===== src/rtl/adder_compute.sv =====
// Vector-add compute engine: streams A[i] and B[i] from device memory, writes
// C[i] = A[i] + B[i] back, then reports completion and the run's cycle count.
module adder_compute #(
  parameter int unsigned HOST_DATA_BITS = 32,
  parameter int unsigned MEM_LEN_BITS   = 8,
  parameter int unsigned MEM_ADDR_BITS  = 64,
  parameter int unsigned MEM_DATA_BITS  = 64
) (
  input  logic                      clock,
  input  logic                      reset,
  input  logic                      launch,
  output logic                      finish,
  output logic                      event_counter_valid,
  output logic [HOST_DATA_BITS-1:0] event_counter_value,
  input  logic [HOST_DATA_BITS-1:0] length,
  input  logic [HOST_DATA_BITS-1:0] a_addr,
  input  logic [HOST_DATA_BITS-1:0] b_addr,
  input  logic [HOST_DATA_BITS-1:0] c_addr,
  output logic                      mem_req_valid,
  output logic                      mem_req_opcode,
  output logic [MEM_LEN_BITS-1:0]   mem_req_len,
  output logic [MEM_ADDR_BITS-1:0]  mem_req_addr,
  output logic                      mem_wr_valid,
  output logic [MEM_DATA_BITS-1:0]  mem_wr_bits,
  input  logic                      mem_rd_valid,
  input  logic [MEM_DATA_BITS-1:0]  mem_rd_bits,
  output logic                      mem_rd_deq
);

  localparam int unsigned ELEM_SHIFT = 3;  // one 8-byte element per memory word

  typedef enum logic [2:0] {
    IDLE, RD_A_REQ, RD_A_DATA, RD_B_REQ, RD_B_DATA, WR_REQ, WR_DATA, DONE
  } state_e;

  state_e                    state_q, state_d;
  logic [HOST_DATA_BITS-1:0] len_q, len_d;
  logic [HOST_DATA_BITS-1:0] a_base_q, a_base_d;
  logic [HOST_DATA_BITS-1:0] b_base_q, b_base_d;
  logic [HOST_DATA_BITS-1:0] c_base_q, c_base_d;
  logic [HOST_DATA_BITS-1:0] idx_q, idx_d;
  logic [HOST_DATA_BITS-1:0] cnt_q, cnt_d;
  logic [MEM_DATA_BITS-1:0]  a_q, a_d;
  logic [MEM_DATA_BITS-1:0]  b_q, b_d;

  logic                      req_valid_q, req_valid_d;
  logic                      req_op_q, req_op_d;
  logic [MEM_ADDR_BITS-1:0]  req_addr_q, req_addr_d;
  logic                      wr_valid_q, wr_valid_d;
  logic [MEM_DATA_BITS-1:0]  wr_bits_q, wr_bits_d;
  logic                      finish_q, finish_d;
  logic [HOST_DATA_BITS-1:0] req_base_c;

  // Next state, datapath updates, and outputs decoded from the upcoming state
  always_comb begin
    state_d    = state_q;
    len_d      = len_q;
    a_base_d   = a_base_q;
    b_base_d   = b_base_q;
    c_base_d   = c_base_q;
    idx_d      = idx_q;
    cnt_d      = cnt_q;
    a_d        = a_q;
    b_d        = b_q;
    req_base_c = c_base_d;

    if (state_q != IDLE && state_q != DONE) begin
      cnt_d = cnt_q + HOST_DATA_BITS'(1);
    end

    case (state_q)
      IDLE: begin
        if (launch) begin
          len_d    = length;
          a_base_d = a_addr;
          b_base_d = b_addr;
          c_base_d = c_addr;
          idx_d    = '0;
          cnt_d    = '0;
          state_d  = (length == '0) ? DONE : RD_A_REQ;
        end
      end
      RD_A_REQ:  state_d = RD_A_DATA;
      RD_A_DATA: begin
        if (mem_rd_valid) begin
          a_d     = mem_rd_bits;
          state_d = RD_B_REQ;
        end
      end
      RD_B_REQ:  state_d = RD_B_DATA;
      RD_B_DATA: begin
        if (mem_rd_valid) begin
          b_d     = mem_rd_bits;
          state_d = WR_REQ;
        end
      end
      WR_REQ:    state_d = WR_DATA;
      WR_DATA: begin
        idx_d   = idx_q + HOST_DATA_BITS'(1);
        state_d = ((idx_q + HOST_DATA_BITS'(1)) == len_q) ? DONE : RD_A_REQ;
      end
      DONE:      state_d = IDLE;
      default:   state_d = IDLE;
    endcase

    case (state_d)
      RD_A_REQ: req_base_c = a_base_d;
      RD_B_REQ: req_base_c = b_base_d;
      default:  req_base_c = c_base_d;
    endcase

    req_valid_d = (state_d == RD_A_REQ) || (state_d == RD_B_REQ) || (state_d == WR_REQ);
    req_op_d    = (state_d == WR_REQ);
    req_addr_d  = req_valid_d ? (MEM_ADDR_BITS'(req_base_c) + (MEM_ADDR_BITS'(idx_d) << ELEM_SHIFT))
                              : '0;
    wr_valid_d  = (state_d == WR_DATA);
    wr_bits_d   = wr_valid_d ? (a_q + b_q) : '0;
    finish_d    = (state_d == DONE);
  end

  always_ff @(posedge clock or negedge reset) begin
    if (!reset) begin
      state_q     <= IDLE;
      len_q       <= '0;
      a_base_q    <= '0;
      b_base_q    <= '0;
      c_base_q    <= '0;
      idx_q       <= '0;
      cnt_q       <= '0;
      a_q         <= '0;
      b_q         <= '0;
      req_valid_q <= 1'b0;
      req_op_q    <= 1'b0;
      req_addr_q  <= '0;
      wr_valid_q  <= 1'b0;
      wr_bits_q   <= '0;
      finish_q    <= 1'b0;
    end else begin
      state_q     <= state_d;
      len_q       <= len_d;
      a_base_q    <= a_base_d;
      b_base_q    <= b_base_d;
      c_base_q    <= c_base_d;
      idx_q       <= idx_d;
      cnt_q       <= cnt_d;
      a_q         <= a_d;
      b_q         <= b_d;
      req_valid_q <= req_valid_d;
      req_op_q    <= req_op_d;
      req_addr_q  <= req_addr_d;
      wr_valid_q  <= wr_valid_d;
      wr_bits_q   <= wr_bits_d;
      finish_q    <= finish_d;
    end
  end

  assign finish              = finish_q;
  assign event_counter_valid = finish_q;
  assign event_counter_value = cnt_q;
  assign mem_req_valid       = req_valid_q;
  assign mem_req_opcode      = req_op_q;
  assign mem_req_len         = '0;
  assign mem_req_addr        = req_addr_q;
  assign mem_wr_valid        = wr_valid_q;
  assign mem_wr_bits         = wr_bits_q;
  // Read data is only consumed while the engine is waiting for it
  assign mem_rd_deq          = mem_rd_valid && ((state_q == RD_A_DATA) || (state_q == RD_B_DATA));

endmodule


===== config.mk =====
export PLATFORM = sky130hd
export DESIGN_NAME = adder_compute
export DESIGN_NICKNAME = d
export VERILOG_FILES = /design/src/rtl/adder_compute.sv
export SDC_FILE = /design/constraint.sdc
export NUM_CORES = 1
export LEC_CHECK = 0
export CORE_MARGIN = 3
export CORE_UTILIZATION = 40
export DETAILED_ROUTE_END_ITERATION = 8
export GPL_TIMING_DRIVEN = 1
export HOLD_SLACK_MARGIN = 0.12
export PLACE_DENSITY = 0.67
export SYNTH_ARGS = -nofsm -noshare
export SYNTH_HDL_FRONTEND = slang
export SYNTH_SLANG_ARGS = --single-unit

===== constraint.sdc =====
create_clock -name clock -period 6.3 [get_ports clock]
set_input_delay 1.575 -clock clock [delete_from_list [all_inputs] [get_ports clock]]
set_output_delay 1.575 -clock clock [all_outputs]
set_load 0.01 [all_outputs]

==> results of run 1 <==
[per-stage QoR]
stage                     setup slack [ps]  hold WS (ps)  instances  instance area, µm²
final                                  427           467       3540               28900
after global routing                  74.6           487       3537               28900
after CTS                              292           468       3536               28900
after detailed placement              64.3           454       3453               27200
after global placement                 151           446       3453               27200
after floorplan                        905           434       2491               23300
[area by class of cell]
| type | instances | area share, % |
|---|---|---|
| flip-flops and latches | 427 | 37.0 |
| clock buffers | 65 | 4.80 |
| inverters | 41 | 0.533 |
| clock inverters | 18 | 1.00 |
| repair buffers | 371 | 12.8 |
| diodes | 3 | 0.0260 |
| multi-input cells | 1859 | 40.6 |
| well taps | 756 | 3.27 |
[routing by layer]
metal	vias to the layer above	wire [µm]	global-route usage (%)
met3	118	3990	4.22
met5	-	61	0
met2	567	33300	37.6
li1	9067	-	-
met1	9279	29700	28.8
met4	8	1910	6.28
[placed cells by master, fill, tap and decap left out, types with 57 or more instances in the layout]
cell             count
nand2_1            482
dfrtp_1            427
clkdlybuf4s50_1    332
nor2_1             178
mux2_2             129
a21oi_1            107
o21ai_0            105
ha_1                94
xnor2_1             75
xor2_1              66
a21o_1              57
[worst reg2reg max path, stage by stage, from the launching register on]
cell and delay (ps):
dfrtp_1 440, ha_1 320, and4_1 310, nand4_1 260
or3_1 480, xnor2_1 160, a221oi_1 290, o2111a_1 280
a31oi_4 160, nand3_1 190, buf_12 200, a211o_1 170
ha_1 160, inv_1 70, fa_1 380, nor2b_1 200
o21a_1 160, o21ai_1 110, a311oi_1 420, nor2_2 140
o21ai_0 210, buf_4 160, a31oi_1 130, nor3b_1 220
a21o_1 110, nor3_1 50
[worst max path at each step]
stage	endpoint	slack [ps]	depth (start not counted)
floorplan	mem_req_addr[34]	910	20
global placement	mem_req_addr[33]	150	23
detailed placement	mem_req_addr[33]	60	23
CTS	mem_req_addr[33]	290	26
global route	mem_req_addr[33]	70	25
finish	mem_req_addr[33]	430	25
[state kept, by name, indices dropped and copies added (netlist names)]
register             flops
c_base_q                32
b_q                     64
len_q                   32
idx_q                   32
mem_req_valid            1
mem_req_opcode           1
a_base_q                32
mem_req_addr            36
mem_wr_valid             1
mem_wr_bits             64
event_counter_valid      1
b_base_q                32
a_q                     64
event_counter_value     32
state_q                  3
[power by group]
| part | leakage (nW) | total (W) | switching, W | internal, W |
|---|---|---|---|---|
| clock | 0.813 | 0.00295 | 0.00112 | 0.00182 |
| sequential | 5.49 | 0.00420 | 0.000512 | 0.00369 |
| combinational | 6.98 | 0.00743 | 0.00434 | 0.00309 |
[timing repair]
| action | in CTS | in global routing |
|---|---|---|
| setup endpoints to repair | 0 | 6 |
| hold buffers | 0 | 0 |
| resized for setup | 0 | 5 |
| buffers inserted | 0 | 1 |
[kinds of logic (layout without fill, tap and decap cells)]
logic type                 Yosys count  count (layout)  share of synthesized area, %
AOI/OAI and AO/OA                  459             459                          12.9
xor gates and xnor gates           141             141                          5.32
adders and majority gates           96              96                          5.24
buffers and inverters              205             495                          4.14
DFF                                427             427                          46.0
muxes                              132             132                          6.39
other                                1              39                        0.0162
and+or+nand+nor                    995             995                          19.9
==> key figures, run 1 <==
Cells and area
  – Nets: 3039
  – Util after Layout: 50.8%
  – Synth-to-Final Area Change: 24.5%
  – Multi-input gate area: 0.0117 mm²
  – Fillers: 5126
  – Layout cell share with drive strength beyond 1: 10.0%
  – Seq. cell area: 0.0107 mm²

Timing
  – Measured slew at the worst slew-check pin: 1110 ps
  – Final Max Tran Viols: 0
  – Tcrit/Tclk final: 93.2%
  – RSZ-0062 raised after global routing: no
  – Worst slew margin: 24.8%
  – Total Negative Setup Slacks: 0 ps
  – Final Setup Violations: 0
  – Clock skew: 17.0 ps
  – Max frequency: 170 MHz
  – Minimum clock period: 5870 ps
  – Hold Vio Cnt, Final: 0

Clocking
  – H-tree Lvls: 2
  – CTS tree: yes
  – CTS Sinks: 427
  – Clock Path Buffers: 3
  – Root buf cell: clkbuf_16
  – Worst-Skew Late Latency: 570 ps
  – Worst-path clk slew: 60 ps
  – Total CTS buffers: 47

Critical path
  – Critical Path Sink Type: flop
  – Crit-path max FO: 30
  – CP delay by family, top: compound AO/OA/AOI/OAI gates
  – Cells on worst reg2reg path: 25
  – Critical path arrival: 6310 ps
  – R2R setup slack: 430 ps
  – R2r startpoint: idx_q[0]
  – Reg2reg end: mem_req_addr[33]
  – Crit path max-delay cell type: or3_1
  – Critical Path Source: idx_q[0]
  – Setup Crit Path Kind: flop to flop
  – Worst EP required: 6740 ps
  – CP Launch Type: flop
  – Most common cell on crit path: ha_1
  – Buf+Inv Stages, Crit Path: 3
  – Critical Path Max Stage Delay: 480 ps

Global routing
  – Initial antenna violation count: 7
  – First-pass GRT wire length: 107000 µm
  – Grt ovf: 0
  – Vias in the first global route: 19023
  – Tot GR Track Use: 22.1%
  – Largest net degree at the start of global routing: 154

Synthesis
  – Yosys top cell by area: dfrtp_1
  – Top-count cell post-synth: nand2_1
  – Most used DFF post-synth: dfrtp_1
  – YS warnings: 0
  – Mapped Avg Cell Area: 9.45 µm²
  – #FFs+latches synth: 427
  – Most frequent cells after synthesis: nand2_1 (484), dfrtp_1 (427), nor2_1 (179), mux2_2 (129), a21oi_1 (108)
  – Synthesized area: 0.0232 mm²
  – Share of the synthesized area in the top cell type: 46.0%
  – Synth area leaders: dfrtp_1 (46%), nand2_1 (7.8%), mux2_2 (6.3%)
  – Synth cell types: 76
  – EDFF count, synth: 0
  – Synth async-reset ratio: 100%
  – Mapped Cells: 2456
  – Sequential cell area fraction in the yosys report: 46.0%

Flow run
  – Max cap viols: 0

Floorplan
  – Initial Util: 40.8%
  – Die X: 247 µm
  – Die height: 247 µm
  – Core Region: 0.0569 mm²
  – Rows: 87
  – I/O pin total: 370
  – Die area: 0.0609 mm²

Power
  – Peak supply drop: 0.311 mV
  – Cell Pwr Density: 505 mW/mm²
  – Pleak: 13.3 nW
  – Tot Pwr: 0.0146 W

Hold path
  – Hold Path Depth: 2
  – Hold path start: a_base_q[4]
  – Hold endpoint: a_base_q[4]
  – Worst hold path class: flop to flop

Drt
  – DRT Pass-1 Iters: 8
  – Post-route DRC: 0
  – Initial DRC Count: 1331
  – Routed wire per std cell: 19.5 µm
  – ANT nets after route: 0
  – Total wire length: 69000 µm
  – Via density: 5.38
  – Vias: 19039

Place
  – Detailed placement HPWL: 51400 µm
  – GP Congestion: 0.927
  – Port Buffers: 333

Status
  – Status: finished clean
(Power assumes the default switching activity.)
==> inputs of run 2 (changes only) <==
--- a/config.mk
+++ b/config.mk
@@ -11,6 +11,7 @@
 export GPL_TIMING_DRIVEN = 1
 export HOLD_SLACK_MARGIN = 0.12
 export PLACE_DENSITY = 0.67
+export SETUP_SLACK_MARGIN = 0.02
 export SYNTH_ARGS = -nofsm -noshare
 export SYNTH_HDL_FRONTEND = slang
 export SYNTH_SLANG_ARGS = --single-unit
==> results of run 2 <==
No change in the layout: final DEF, timing and power equal those of run 1.
==> inputs of run 3 (changes only) <==
--- a/config.mk
+++ b/config.mk
@@ -5,8 +5,9 @@
 export SDC_FILE = /design/constraint.sdc
 export NUM_CORES = 1
 export LEC_CHECK = 0
-export CORE_MARGIN = 3
+export CORE_MARGIN = 4
 export CORE_UTILIZATION = 40
+export CTS_BUF_LIST = sky130_fd_sc_hd__clkbuf_4 sky130_fd_sc_hd__clkbuf_8 sky130_fd_sc_hd__clkbuf_16
 export DETAILED_ROUTE_END_ITERATION = 8
 export GPL_TIMING_DRIVEN = 1
 export HOLD_SLACK_MARGIN = 0.12
@@ -15,3 +16,4 @@
 export SYNTH_ARGS = -nofsm -noshare
 export SYNTH_HDL_FRONTEND = slang
 export SYNTH_SLANG_ARGS = --single-unit
+export TNS_END_PERCENT = 30
==> run 3 against run 2 <==
  * Routed wire length fell by 0.18%
  * Non-clock buffer count fell by 2
  * Final cell count rose by 0.37%
  * Clock-buffer cell count rose by 2
  * Critical path type unchanged
  * Critical endpoint is now mem_req_addr[34]
==> key figures, run 3 (synthesized netlist as in run 1, its figures left out) <==
Status
  – Status: finished clean

Drt
  – Vias: 18911
  – Initial DRC Count: 1474
  – ANT nets after route: 0
  – Total wire length: 68800 µm
  – Via density: 5.32
  – DRT Pass-1 Iters: 5
  – Post-route DRC: 0
  – Routed wire per std cell: 19.4 µm

Hold path
  – Worst hold path class: flop to flop
  – Hold endpoint: b_base_q[16]
  – Hold path start: b_base_q[16]
  – Hold Path Depth: 2

Critical path
  – Setup Crit Path Kind: flop to flop
  – Buf+Inv Stages, Crit Path: 2
  – Reg2reg end: mem_req_addr[34]
  – CP Launch Type: flop
  – Critical Path Max Stage Delay: 500 ps
  – Cells on worst reg2reg path: 24
  – Crit path max-delay cell type: or3_1
  – CP delay by family, top: compound AO/OA/AOI/OAI gates
  – CP Cell Sequence: ha_1 > and4_1 > nand4_1 > or3_1 > xnor2_1 > a221oi_1 > o2111a_1 > a31oi_4 > nand2_4 > buf_4 > nor3b_1 > a211o_1 > ha_1 > a21o_1 > a21o_1 > a21oi_1 > o31ai_2 > a21oi_1 > buf_4 > o41ai_1 > o41ai_1 > nor2_1 > xnor2_1 > nor2_1
  – R2r startpoint: idx_q[0]
  – Critical path arrival: 6350 ps
  – Critical Path Sink Type: flop
  – R2R setup slack: 420 ps
  – Crit-path max FO: 15
  – Worst EP required: 6770 ps

Global routing
  – First-pass GRT wire length: 110000 µm
  – Initial antenna violation count: 8
  – Largest net degree at the start of global routing: 153
  – Grt ovf: 0
  – Vias in the first global route: 19290
  – Tot GR Track Use: 21.7%

Cells and area
  – Synth-to-Final Area Change: 24.0%
  – Most frequent cells in the layout: nand2_1 (482), dfrtp_1 (427), clkdlybuf4s50_1 (332)
  – Final std cells w/o fill: 3553
  – Nets: 3038
  – Commonest non-fill, non-tap cell in the layout: nand2_1
  – Layout cell share with drive strength beyond 1: 10.3%

Place
  – Post-Place Setup Slack: -74.4 ps
  – GP Congestion: 0.927
  – Number of instances in the placed design: 3461
  – Detailed placement HPWL: 51200 µm
  – Port Buffers: 333

Timing
  – Final worst setup slack: 421 ps
  – Minimum clock period: 5880 ps
  – Hold WS: 465 ps
  – Measured slew at the worst slew-check pin: 995 ps
  – Tcrit/Tclk final: 93.3%
  – Final Setup Violations: 0
  – Worst slew margin: 33.6%
  – Final Max Tran Viols: 0
  – Max frequency: 170 MHz
  – Hold Vio Cnt, Final: 0
  – Clock skew: 24.9 ps
  – RSZ-0062 raised after global routing: yes

Power
  – Peak supply drop: 0.289 mV
  – Pleak: 13.2 nW
  – Cell Pwr Density: 500 mW/mm²

Clocking
  – CTS tree: yes
  – Worst-path clk slew: 60 ps
  – Root buf cell: clkbuf_16
  – Total CTS buffers: 48
  – Clock Path Buffers: 3
  – Worst-Skew Late Latency: 590 ps
  – H-tree Lvls: 2
  – CTS Sinks: 427
  – Hold_buf cts: 0
  – Postcts setup bufs: 0

Floorplan
  – Die X: 249 µm
  – Rows: 88
  – Initial Util: 40.3%
  – Die area: 0.0619 mm²
  – Core Region: 0.0576 mm²
  – Die height: 249 µm
  – I/O pin total: 370

Flow run
  – Max cap viols: 0
## run 3: cell count changes in the layout (fill, tap and decap cells not counted), sizes merged
| cell | before | now |
|---|---|---|
| bufinv | 7 | 1 |
| inv | 42 | 40 |
| diode | 3 | 6 |
| buf | 39 | 37 |
| clkinvlp | 4 | 3 |
| clkbuf | 65 | 67 |
| clkinv | 6 | 16 |
## run 3: area by class of cell
| cell class | count | area, µm² |
|---|---|---|
| fill | 5309 | 28800 |
| multi-input combinational | 1859 | 11700 |
| clock buffer | 67 | 1380 |
| timing repair buffer | 369 | 3680 |
| antenna | 6 | 15.0 |
| inverter | 41 | 154 |
| sequential | 427 | 10700 |
| tap | 765 | 957 |
| clock inverter | 19 | 169 |
## run 3: worst reg2reg max path: cells and delay by family (launching register included)
family | cells | cell delay (ps)
AOI/OAI and AO/OA | 11 | 2400
and+or+nand+nor | 7 | 1580
adders and majority gates | 2 | 680
DFF | 1 | 430
buffers and inverters | 2 | 350
xor gates and xnor gates | 2 | 310
## run 3: metrics by stage
step	total power, W	utilization (%)	cell area, µm²	TNS (ps)
after floorplan	0.00938	-	23300	0
after global placement	0.0115	47.2	27200	0
after detailed placement	0.0117	47.2	27200	-74.4
after CTS	0.0145	49.9	28700	0
after global routing	0.0155	50.0	28800	0
final	0.0144	50.0	28800	0
## run 3: worst max path at each step
stage	start	endpoint	slack, ps	cells after the start
floorplan	mem_rd_valid	mem_req_addr[34]	910	20
global placement	length[9]	mem_req_addr[33]	30	22
detailed placement	length[1]	mem_req_addr[33]	-70	22
CTS	idx_q[3]	mem_req_addr[33]	80	25
global route	idx_q[0]	mem_req_addr[33]	9	24
finish	idx_q[0]	mem_req_addr[34]	420	24
## run 3: layer usage
metal / track usage [%] / vias up / wire length, µm
met5: 0 / - / 28
met4: 5.88 / 4 / 1870
met3: 4.27 / 106 / 3760
met2: 36.7 / 587 / 33100
met1: 28.6 / 9146 / 30100
li1: - / 9068 / -
## run 3: what timing repair did
item,in CTS,in global routing
setup endpoints to repair,0,7
hold endpoints to repair,0,0
resized for setup,0,5
## run 3: power breakdown
group | switching [W] | leakage [nW] | total, W | internal [W]
clock network | 0.00115 | 0.777 | 0.00273 | 0.00158
registers | 0.000514 | 5.49 | 0.00420 | 0.00369
logic | 0.00434 | 6.94 | 0.00746 | 0.00312
total | 0.00601 | 13.2 | 0.0144 | 0.00839
